$ cat src/rtl/tmr_pkg.sv
`default_nettype none
// ============================================================================
// Package : tmr_pkg
// Brief   : Shared types and helpers for the TMR vote arbiter.
// Revision: 1.0 - initial release
// ============================================================================
package tmr_pkg;

    // Controller states: wait for a request, sample the granted replicas,
    // present the voted result (and arbitrate for the next vote).
    typedef enum logic [1:0] {
        IDLE    = 2'd0,
        CAPTURE = 2'd1,
        EMIT    = 2'd2
    } state_t;

    // Width of a channel index; never narrower than one bit.
    function automatic int idx_width(input int n);
        return (n <= 2) ? 1 : $clog2(n);
    endfunction

endpackage
`default_nettype wire

$ cat src/rtl/maj_voter.sv
`default_nettype none
// ============================================================================
// Module  : maj_voter
// Brief   : Bitwise 2-of-3 majority voter with per-replica disagreement flags.
// Revision: 1.0 - initial release
// ============================================================================
module maj_voter #(
    parameter int W = 8
) (
    input  logic [W-1:0] a,
    input  logic [W-1:0] b,
    input  logic [W-1:0] c,
    output logic [W-1:0] w,
    output logic [2:0]   dis
);

    // Each output bit follows whichever value at least two replicas agree on.
    assign w   = (a & b) | (b & c) | (c & a);

    // A replica is flagged when any of its bits was outvoted; order is {c,b,a}.
    assign dis = {(c != w), (b != w), (a != w)};

endmodule
`default_nettype wire

$ cat src/rtl/tmr_vote_arbiter.sv
`default_nettype none
// ============================================================================
// Module  : tmr_vote_arbiter
// Brief   : Round-robin sharing of one majority voter among N_CH triple-
//           redundant channels, with voted output, disagreement flags and a
//           saturating per-channel mismatch counter.
// Revision: 1.0 - initial release
// ============================================================================
module tmr_vote_arbiter
    import tmr_pkg::*;
#(
    parameter int N_CH  = 4,
    parameter int W     = 8,
    parameter int CNT_W = 8
) (
    input  logic                      clk,
    input  logic                      rst,
    input  logic [N_CH-1:0]           req,
    input  logic [N_CH*W-1:0]         a_data,
    input  logic [N_CH*W-1:0]         b_data,
    input  logic [N_CH*W-1:0]         c_data,
    output logic [N_CH-1:0]           gnt,
    output logic                      out_valid,
    output logic [W-1:0]              out_data,
    output logic [$clog2(N_CH)-1:0]   out_ch,
    output logic [2:0]                out_dis,
    input  logic [$clog2(N_CH)-1:0]   cnt_sel,
    output logic [CNT_W-1:0]          cnt_out,
    input  logic                      clr_cnt
);

    localparam int                c_idx_w    = idx_width(N_CH);
    localparam logic [c_idx_w:0]  c_n_ch_ext = (c_idx_w+1)'(N_CH);
    localparam logic [c_idx_w-1:0] c_last_idx = c_idx_w'(N_CH - 1);
    localparam logic [CNT_W-1:0]  c_cnt_max  = '1;
    localparam logic [N_CH-1:0]   c_gnt_one  = N_CH'(1);

    // ------------------------------------------------------------------------
    // State
    // ------------------------------------------------------------------------
    state_t               r_state;
    logic [c_idx_w-1:0]   r_rr_ptr;
    logic [c_idx_w-1:0]   r_gnt_idx;
    logic [N_CH-1:0]      r_gnt;
    logic                 r_out_valid;
    logic [W-1:0]         r_out_data;
    logic [c_idx_w-1:0]   r_out_ch;
    logic [2:0]           r_out_dis;
    logic [CNT_W-1:0]     r_cnt [N_CH];

    // ------------------------------------------------------------------------
    // Round-robin arbiter: rotate requests so rr_ptr lands on bit 0, find the
    // lowest set bit, then rotate the offset back into a channel index.
    // ------------------------------------------------------------------------
    logic [N_CH-1:0]      w_req_rot;
    logic                 w_arb_hit;
    logic [c_idx_w-1:0]   w_arb_ofs;
    logic [c_idx_w:0]     w_arb_sum;
    logic [c_idx_w-1:0]   w_arb_idx;
    logic [c_idx_w-1:0]   w_next_rr;

    assign w_req_rot = N_CH'({req, req} >> r_rr_ptr);

    // Priority search over the rotated request vector (lowest offset wins).
    always_comb begin
        w_arb_hit = 1'b0;
        w_arb_ofs = '0;
        for (int i = N_CH - 1; i >= 0; i--) begin
            if (w_req_rot[i]) begin
                w_arb_hit = 1'b1;
                w_arb_ofs = c_idx_w'(i);
            end
        end
    end

    assign w_arb_sum = {1'b0, r_rr_ptr} + {1'b0, w_arb_ofs};
    assign w_arb_idx = (w_arb_sum >= c_n_ch_ext) ? c_idx_w'(w_arb_sum - c_n_ch_ext)
                                                 : c_idx_w'(w_arb_sum);

    // After a completed capture the pointer moves just past the served channel.
    assign w_next_rr = (r_gnt_idx == c_last_idx) ? '0 : r_gnt_idx + c_idx_w'(1);

    // ------------------------------------------------------------------------
    // Vote path: the granted channel's replicas go straight through the voter
    // and the result is registered on the capture edge.
    // ------------------------------------------------------------------------
    logic [W-1:0] w_sel_a;
    logic [W-1:0] w_sel_b;
    logic [W-1:0] w_sel_c;
    logic [W-1:0] w_vote;
    logic [2:0]   w_dis;
    logic         w_capture;
    logic         w_cnt_inc;

    assign w_sel_a = a_data[r_gnt_idx*W +: W];
    assign w_sel_b = b_data[r_gnt_idx*W +: W];
    assign w_sel_c = c_data[r_gnt_idx*W +: W];

    maj_voter #(
        .W   (W)
    ) u_maj_voter (
        .a   (w_sel_a),
        .b   (w_sel_b),
        .c   (w_sel_c),
        .w   (w_vote),
        .dis (w_dis)
    );

    // A capture completes only if the requester is still asserting in its
    // grant cycle; otherwise the vote is dropped without side effects.
    assign w_capture = (r_state == CAPTURE) && req[r_gnt_idx];
    assign w_cnt_inc = w_capture && (|w_dis);

    // ------------------------------------------------------------------------
    // Sequencing FSM with registered grant and result outputs.
    // ------------------------------------------------------------------------
    always_ff @(posedge clk) begin
        if (rst) begin
            r_state     <= IDLE;
            r_rr_ptr    <= '0;
            r_gnt_idx   <= '0;
            r_gnt       <= '0;
            r_out_valid <= 1'b0;
            r_out_data  <= '0;
            r_out_ch    <= '0;
            r_out_dis   <= '0;
        end else begin
            r_gnt       <= '0;
            r_out_valid <= 1'b0;
            case (r_state)
                IDLE, EMIT: begin
                    if (w_arb_hit) begin
                        r_gnt     <= c_gnt_one << w_arb_idx;
                        r_gnt_idx <= w_arb_idx;
                        r_state   <= CAPTURE;
                    end else begin
                        r_state   <= IDLE;
                    end
                end
                CAPTURE: begin
                    if (w_capture) begin
                        r_out_valid <= 1'b1;
                        r_out_data  <= w_vote;
                        r_out_ch    <= r_gnt_idx;
                        r_out_dis   <= w_dis;
                        r_rr_ptr    <= w_next_rr;
                        r_state     <= EMIT;
                    end else begin
                        r_state     <= IDLE;
                    end
                end
                default: r_state <= IDLE;
            endcase
        end
    end

    // ------------------------------------------------------------------------
    // Saturating mismatch counters; a clear overrides a same-cycle increment.
    // ------------------------------------------------------------------------
    always_ff @(posedge clk) begin
        for (int i = 0; i < N_CH; i++) begin
            if (rst || clr_cnt) begin
                r_cnt[i] <= '0;
            end else if (w_cnt_inc && (r_gnt_idx == c_idx_w'(i)) && (r_cnt[i] != c_cnt_max)) begin
                r_cnt[i] <= r_cnt[i] + CNT_W'(1);
            end
        end
    end

    // ------------------------------------------------------------------------
    // Outputs
    // ------------------------------------------------------------------------
    assign gnt       = r_gnt;
    assign out_valid = r_out_valid;
    assign out_data  = r_out_data;
    assign out_ch    = r_out_ch;
    assign out_dis   = r_out_dis;
    assign cnt_out   = (int'(cnt_sel) < N_CH) ? r_cnt[cnt_sel] : '0;

endmodule
`default_nettype wire

$ cat config.mk
export PLATFORM = sky130hd
export DESIGN_NAME = tmr_vote_arbiter
export DESIGN_NICKNAME = d
export VERILOG_FILES = /design/src/rtl/tmr_pkg.sv /design/src/rtl/maj_voter.sv /design/src/rtl/tmr_vote_arbiter.sv
export SDC_FILE = /design/constraint.sdc
export NUM_CORES = 1
export LEC_CHECK = 0
export ABC_AREA = 1
export BUFFER_PORTS_ARGS = -buffer_cell sky130_fd_sc_hd__buf_2
export CAP_MARGIN = 20
export CORE_MARGIN = 4
export CORE_UTILIZATION = 53
export DETAILED_ROUTE_END_ITERATION = 8
export PLACE_DENSITY = 0.91
export SYNTH_ARGS = -nofsm -noshare
export SYNTH_HDL_FRONTEND = slang
export SYNTH_SLANG_ARGS = --single-unit
export TNS_END_PERCENT = 100
$ cat constraint.sdc
create_clock -name clk -period 3.2 [get_ports clk]
set_input_delay 0.64 -clock clk [delete_from_list [all_inputs] [get_ports clk]]
set_output_delay 0.64 -clock clk [all_outputs]
set_load 0.1 [all_outputs]
### Word level (Yosys, flattened, before mapping)

Memories as Yosys holds them, arrays and structs flattened.
Index checks and enable logic that the tools add are counted.

| cells by class | value |
|---|---|
| shift-type cells | 5 |
| reduce and logical (&&, ||, !) cells | 19 |
| $lt $le $gt $ge | 2 |
| eq/ne operators | 12 |
| add/subtract/negate cells | 7 |
| multiplexer cells | 34 |
| div/mod/pow operators | 0 |
| $mul | 0 |
| bitwise gates (word level) | 12 |

Operators with widths:

| cell | count |
|---|---|
| variable part select 32 x 6 -> 8 bit | 3 |
| adder 8 x 1 -> 8 bit, second input constant | 4 |
| two-way mux 8 bit | 4 |
| inequality test 8 bit, second input constant | 4 |
| bitwise AND 8 bit | 3 |
| inequality test 8 bit | 3 |
| two-way mux 1 bit | 21 |
| OR 8 bit | 2 |
| two-way mux 2 bit | 7 |
| logical AND 1 bit | 10 |
| >> shifter 8 x 2 -> 4 bit | 1 |
| equality test 2 bit, second input constant | 3 |
| OR reduction 3 bit | 2 |
| equality test 2 x 1 -> 1 bit, second input constant | 2 |
| zero test 2 bit | 2 |
| OR 1 bit | 4 |
| one-hot mux 2 bit (2 select lines) | 1 |
| AND reduction 2 bit | 2 |
| OR reduction 2 bit | 2 |
| left shift 1 x 2 -> 4 bit, first input constant | 1 |
| adder 2 x 2 -> 3 bit | 1 |
| greater-or-equal comparator 3 bit, second input constant | 1 |
| < comparator 2 x 3 -> 1 bit, second input constant | 1 |
| inverter 1 bit | 3 |
| 4 further kinds | 4 |

| word-level totals | value |
|---|---|
| memory bits (writable) | 32 |
| bits in latches | 0 |
| memories | 1 |
| output and inout bits | 26 |
| bits in read-only memories | 0 |
| register bits after elaboration | 24 |
| bits of input ports | 105 |

Memory list:

| memory | depth | bits a word | read ports | clocked after memory_dff | wr ports | RTL line | text |
|---|---|---|---|---|---|---|---|
| r_cnt | 4 | 8 | 5 | 0 | 4 | tmr_vote_arbiter.sv:49 | `logic [CNT_W-1:0] r_cnt [N_CH];` |

### Depth between registers and ports, before layout

| depth | value |
|---|---|
| word-level depth | 13 |
| depth in mapped cells | 15 |

### By module

Synthesis repeated with hierarchy kept, for this count alone.

| second synthesis, totals | value |
|---|---|
| cell total of the unflattened synthesis | 620 |
| area, all modules | 4160.2 um2 |

Modules (own cells, without submodules):

| module | cells an instance | area each (um2) | instances |
|---|---|---|---|
| tmr_vote_arbiter | 491 | 3607.2 | 1 |
| maj_voter | 129 | 553.0 | 1 |

### Worst setup path after synthesis

OpenSTA, ideal clock, no wires.

| path | value |
|---|---|
| path kind | input to output |
| start | input cnt_sel[1] |
| end | output cnt_out[6] |
| stages on the path | 4 |
| slack | -0.568 ns |
| data arrival time | 3.128 ns |
| buffers on the path | 1 |
| required time | 2.560 ns |
| cells stage by stage | inv_1 > clkbuf_1 > o21ai_0 > o21ai_0 |

| between the ends | value |
|---|---|
| longest elaborated chain between the ends | 1 |

Ends and longest elaborated chain:

| what | RTL line | text |
|---|---|---|
| start: declaration | tmr_vote_arbiter.sv:27 | `input logic [$clog2(N_CH)-1:0] cnt_sel,` |
| memory (4 x 8 bit) | -- |  |
| end: declaration | tmr_vote_arbiter.sv:28 | `output logic [CNT_W-1:0] cnt_out,` |

No other way between the ends.

==> flow_metrics.py <==
metrics = {
    "synth": {
        "yosys.area.top_type": "nand2_1",
        "syn_area_per_cell_um2": 6.50,
        "ys_warn_count": 0,
        "synth_area_leaders": "nand2_1, edfxtp_1, nand3_1",
        "synthArstFlopShare": 0,
        "synth_top_area_frac": 0.211,
        "synth_area_mm2": 0.00463,
        "ys_seq_elements": 56,
        "ys.flop_type": "edfxtp_1",
        "syn_nets": 827,
        "synth_edf_count": 32,
        "yosysMostFrequentCell": "nand2_1",
        "synth_cell_type_count": 36,
        "seq_area_frac_synth": 0.311,
        "syn_inst": 713,
        "yosys-top-cells-count": "nand2_1, nand3_1, nor2_1, inv_1, o21ai_0",
    },
    "cts": {
        "cts_tree": "yes",
        "clockRootBuffer": "clkbuf_8",
        "postCtsHoldBufs": 0,
        "cts_buffers": 5,
        "cts.clk_slew.worst_paths_ns": 0.09,
        "cts_buffer_depth": 2,
        "clk_latency_ns": 0.31,
        "cts_resized": 0,
        "htree_levels": 2,
        "cts_sinks": 56,
        "cts_setup_buffers": 0,
    },
    "pwr": {
        "p_total_w": 0.00409,
        "peakVddDrop_uv": 379,
        "p_leak_nw": 2.73,
        "p_per_area_mw_per_mm2": 759,
    },
    "route": {
        "first_iter_violations": 296,
        "vias": 5011,
        "postRouteAntennaNets": 0,
        "drc_errors": 0,
        "first_pass_iters": 5,
        "finalWirelength_um": 12400,
        "post_drt_wl_per_cell_um": 13.3,
        "vias_per_cell": 5.35,
    },
    "sta": {
        "hold_viol": 0,
        "slew_headroom": 0.584,
        "fin_crit_sh": 0.840,
        "setup-violations-final": 0,
        "fin_crit_ns": 2.69,
        "tns_ns": 0,
        "holdWs_ns": 0.479,
        "worstMarginPinSlew_ns": 0.623,
        "fin_skew_ns": 0.00631,
        "fmax_mhz": 372,
        "finalMaxSlewViolations": 0,
        "rsz0062_at_grt": "false",
    },
    "global_routing": {
        "grt_pass1_vias": 4559,
        "overflow": 0,
        "antenna_found_initial": 0,
        "grt_pass1_wl_um": 19900,
        "grt_use_total": 0.238,
        "grt_max_degree": 57,
    },
    "floorplan": {
        "num_rows": 33,
        "initial_core_util": 0.556,
        "dieArea_mm2": 0.0103,
        "core-area_mm2": 0.00834,
        "io_pins": 131,
        "die_w_um": 101,
        "fp.dieH_um": 101,
    },
    "finish": {
        "final_nets": 944,
        "num-fill-cells": 783,
        "drive_gt1_frac": 0.213,
        "area_growth_syn_to_layout_pct": 16.4,
        "n_antenna_cell": 0,
        "post-route-util": 0.646,
    },
    "worst_setup_path": {
        "end_kind": "register",
        "crit_path_start_kind": "register",
        "required_ns": 3.20,
        "worstPathMaxFanout": 39,
        "worstSetupPathType": "reg -> reg",
        "crit_path_frequent_cell": "nand2_1",
        "slowest_delay_ns": 0.46,
        "cp_slowest_cell": "inv_2",
        "crit_chain": "inv_2 -> nand3_1 -> nand2_1 -> inv_1 -> nand3_1 -> nand2_1 -> nor2_1 -> nand2_1 -> nor2_1 -> nand3_4 -> nand3_1 -> nand2_1",
        "cp_data_arrival_time_ns": 2.69,
    },
    "placed_design": {
        "gp_congestion": 0.917,
        "port_buffers": 130,
        "dpl.hpwl_um": 9730,
    },
    "min_path": {
        "hold_path_class": "reg -> reg",
    },
    "status": {
        "status": "completed",
    },
    "flow_run": {
        "drv_cap": 0,
    },
}
## state kept, by name, indices dropped and copies added (netlist names)
register	flops
r_rr_ptr	2
out_data	8
r_cnt	32
gnt	4
out_dis	3
out_valid	1
out_ch	2
r_gnt_idx	2
r_state	2
## per-stage QoR
step	setup WS [ns]	cell area [um^2]	instances
3_3_place_gp	0.589	5310	928
3_5_place_dp	0.555	5310	928
4_1_cts	0.533	5390	936
2_1_floorplan	0.0307	4640	713
6_report	0.511	5390	936
5_1_grt	0.175	5390	936
## critical path: cells and delay by family, from the launching register on
kind	cells	cell delay, ns
buffers and inverters	2	0.56
flip-flops	1	0.33
AND/OR/NAND/NOR	10	1.45
## report_power, final
group	total [W]	switching [W]	internal, W
Sequential	0.000972	0.0000945	0.000877
Clock	0.000381	0.000227	0.000153
Combinational	0.00274	0.00201	0.000730
Total	0.00409	0.00233	0.00176
## logic make-up after synthesis
family	Yosys count	share of synthesized area
AO/OA/AOI/OAI	83	0.102
XOR/XNOR	26	0.0491
adder cells (fa/ha/maj)	9	0.0243
buffers and inverters	83	0.0832
flip-flops	56	0.311
AND/OR/NAND/NOR	456	0.430
## cells in the final DEF, fill, tap and decap left out, types with 2 or more instances in the layout
cell type	netlist	layout
nand2_1	261	261
buf_2	11	130
nand3_1	114	114
nor2_1	54	54
inv_1	46	46
o21ai_0	40	39
edfxtp_1	32	32
dfxtp_1	24	23
nor2_2	16	16
xor2_1	15	15
a21oi_1	14	12
xnor2_1	11	11
o21ai_1	9	10
ha_1	9	9
o21a_1	8	8
inv_2	7	7
buf_4	2	7
o22ai_1	5	5
clkbuf_8	0	5
nand4_4	4	4
clkinv_1	1	2
a21oi_2	0	2
a31oi_1	2	2
nor3_1	2	2
inv_4	1	2
nor3b_1	2	2
## metal layers
metal,up-vias,wire [um],track usage
met1,2208,5170,0.300
li1,2562,-,-
met5,-,0,0
met4,0,209,0.0706
met2,216,6110,0.414
met3,25,955,0.0420
## path summary, 6_finish.rpt
path	from	to	slack (ns)	cells past startpoint
min reg2reg	out_ch[1]	out_ch[1]	0.48	2
min	out_ch[1]	out_ch[1]	0.48	2
max reg2reg	r_gnt_idx[1]	r_cnt[0][6]	0.51	12
max	r_gnt_idx[1]	r_cnt[0][6]	0.51	12
## area by class of cell
cell class / count / area, um^2 / area share
Sequential cell: 56 / 1440 / 0.268
Multi-Input combinational cell: 574 / 2810 / 0.522
Clock buffer: 6 / 72.6 / 0.0135
Tap cell: 105 / 131 / 0.0244
Clock inverter: 2 / 10.0 / 0.00186
Inverter: 56 / 218 / 0.0404
Timing Repair Buffer: 137 / 703 / 0.130
No activity file was read; power rests on OpenSTA's default activity.
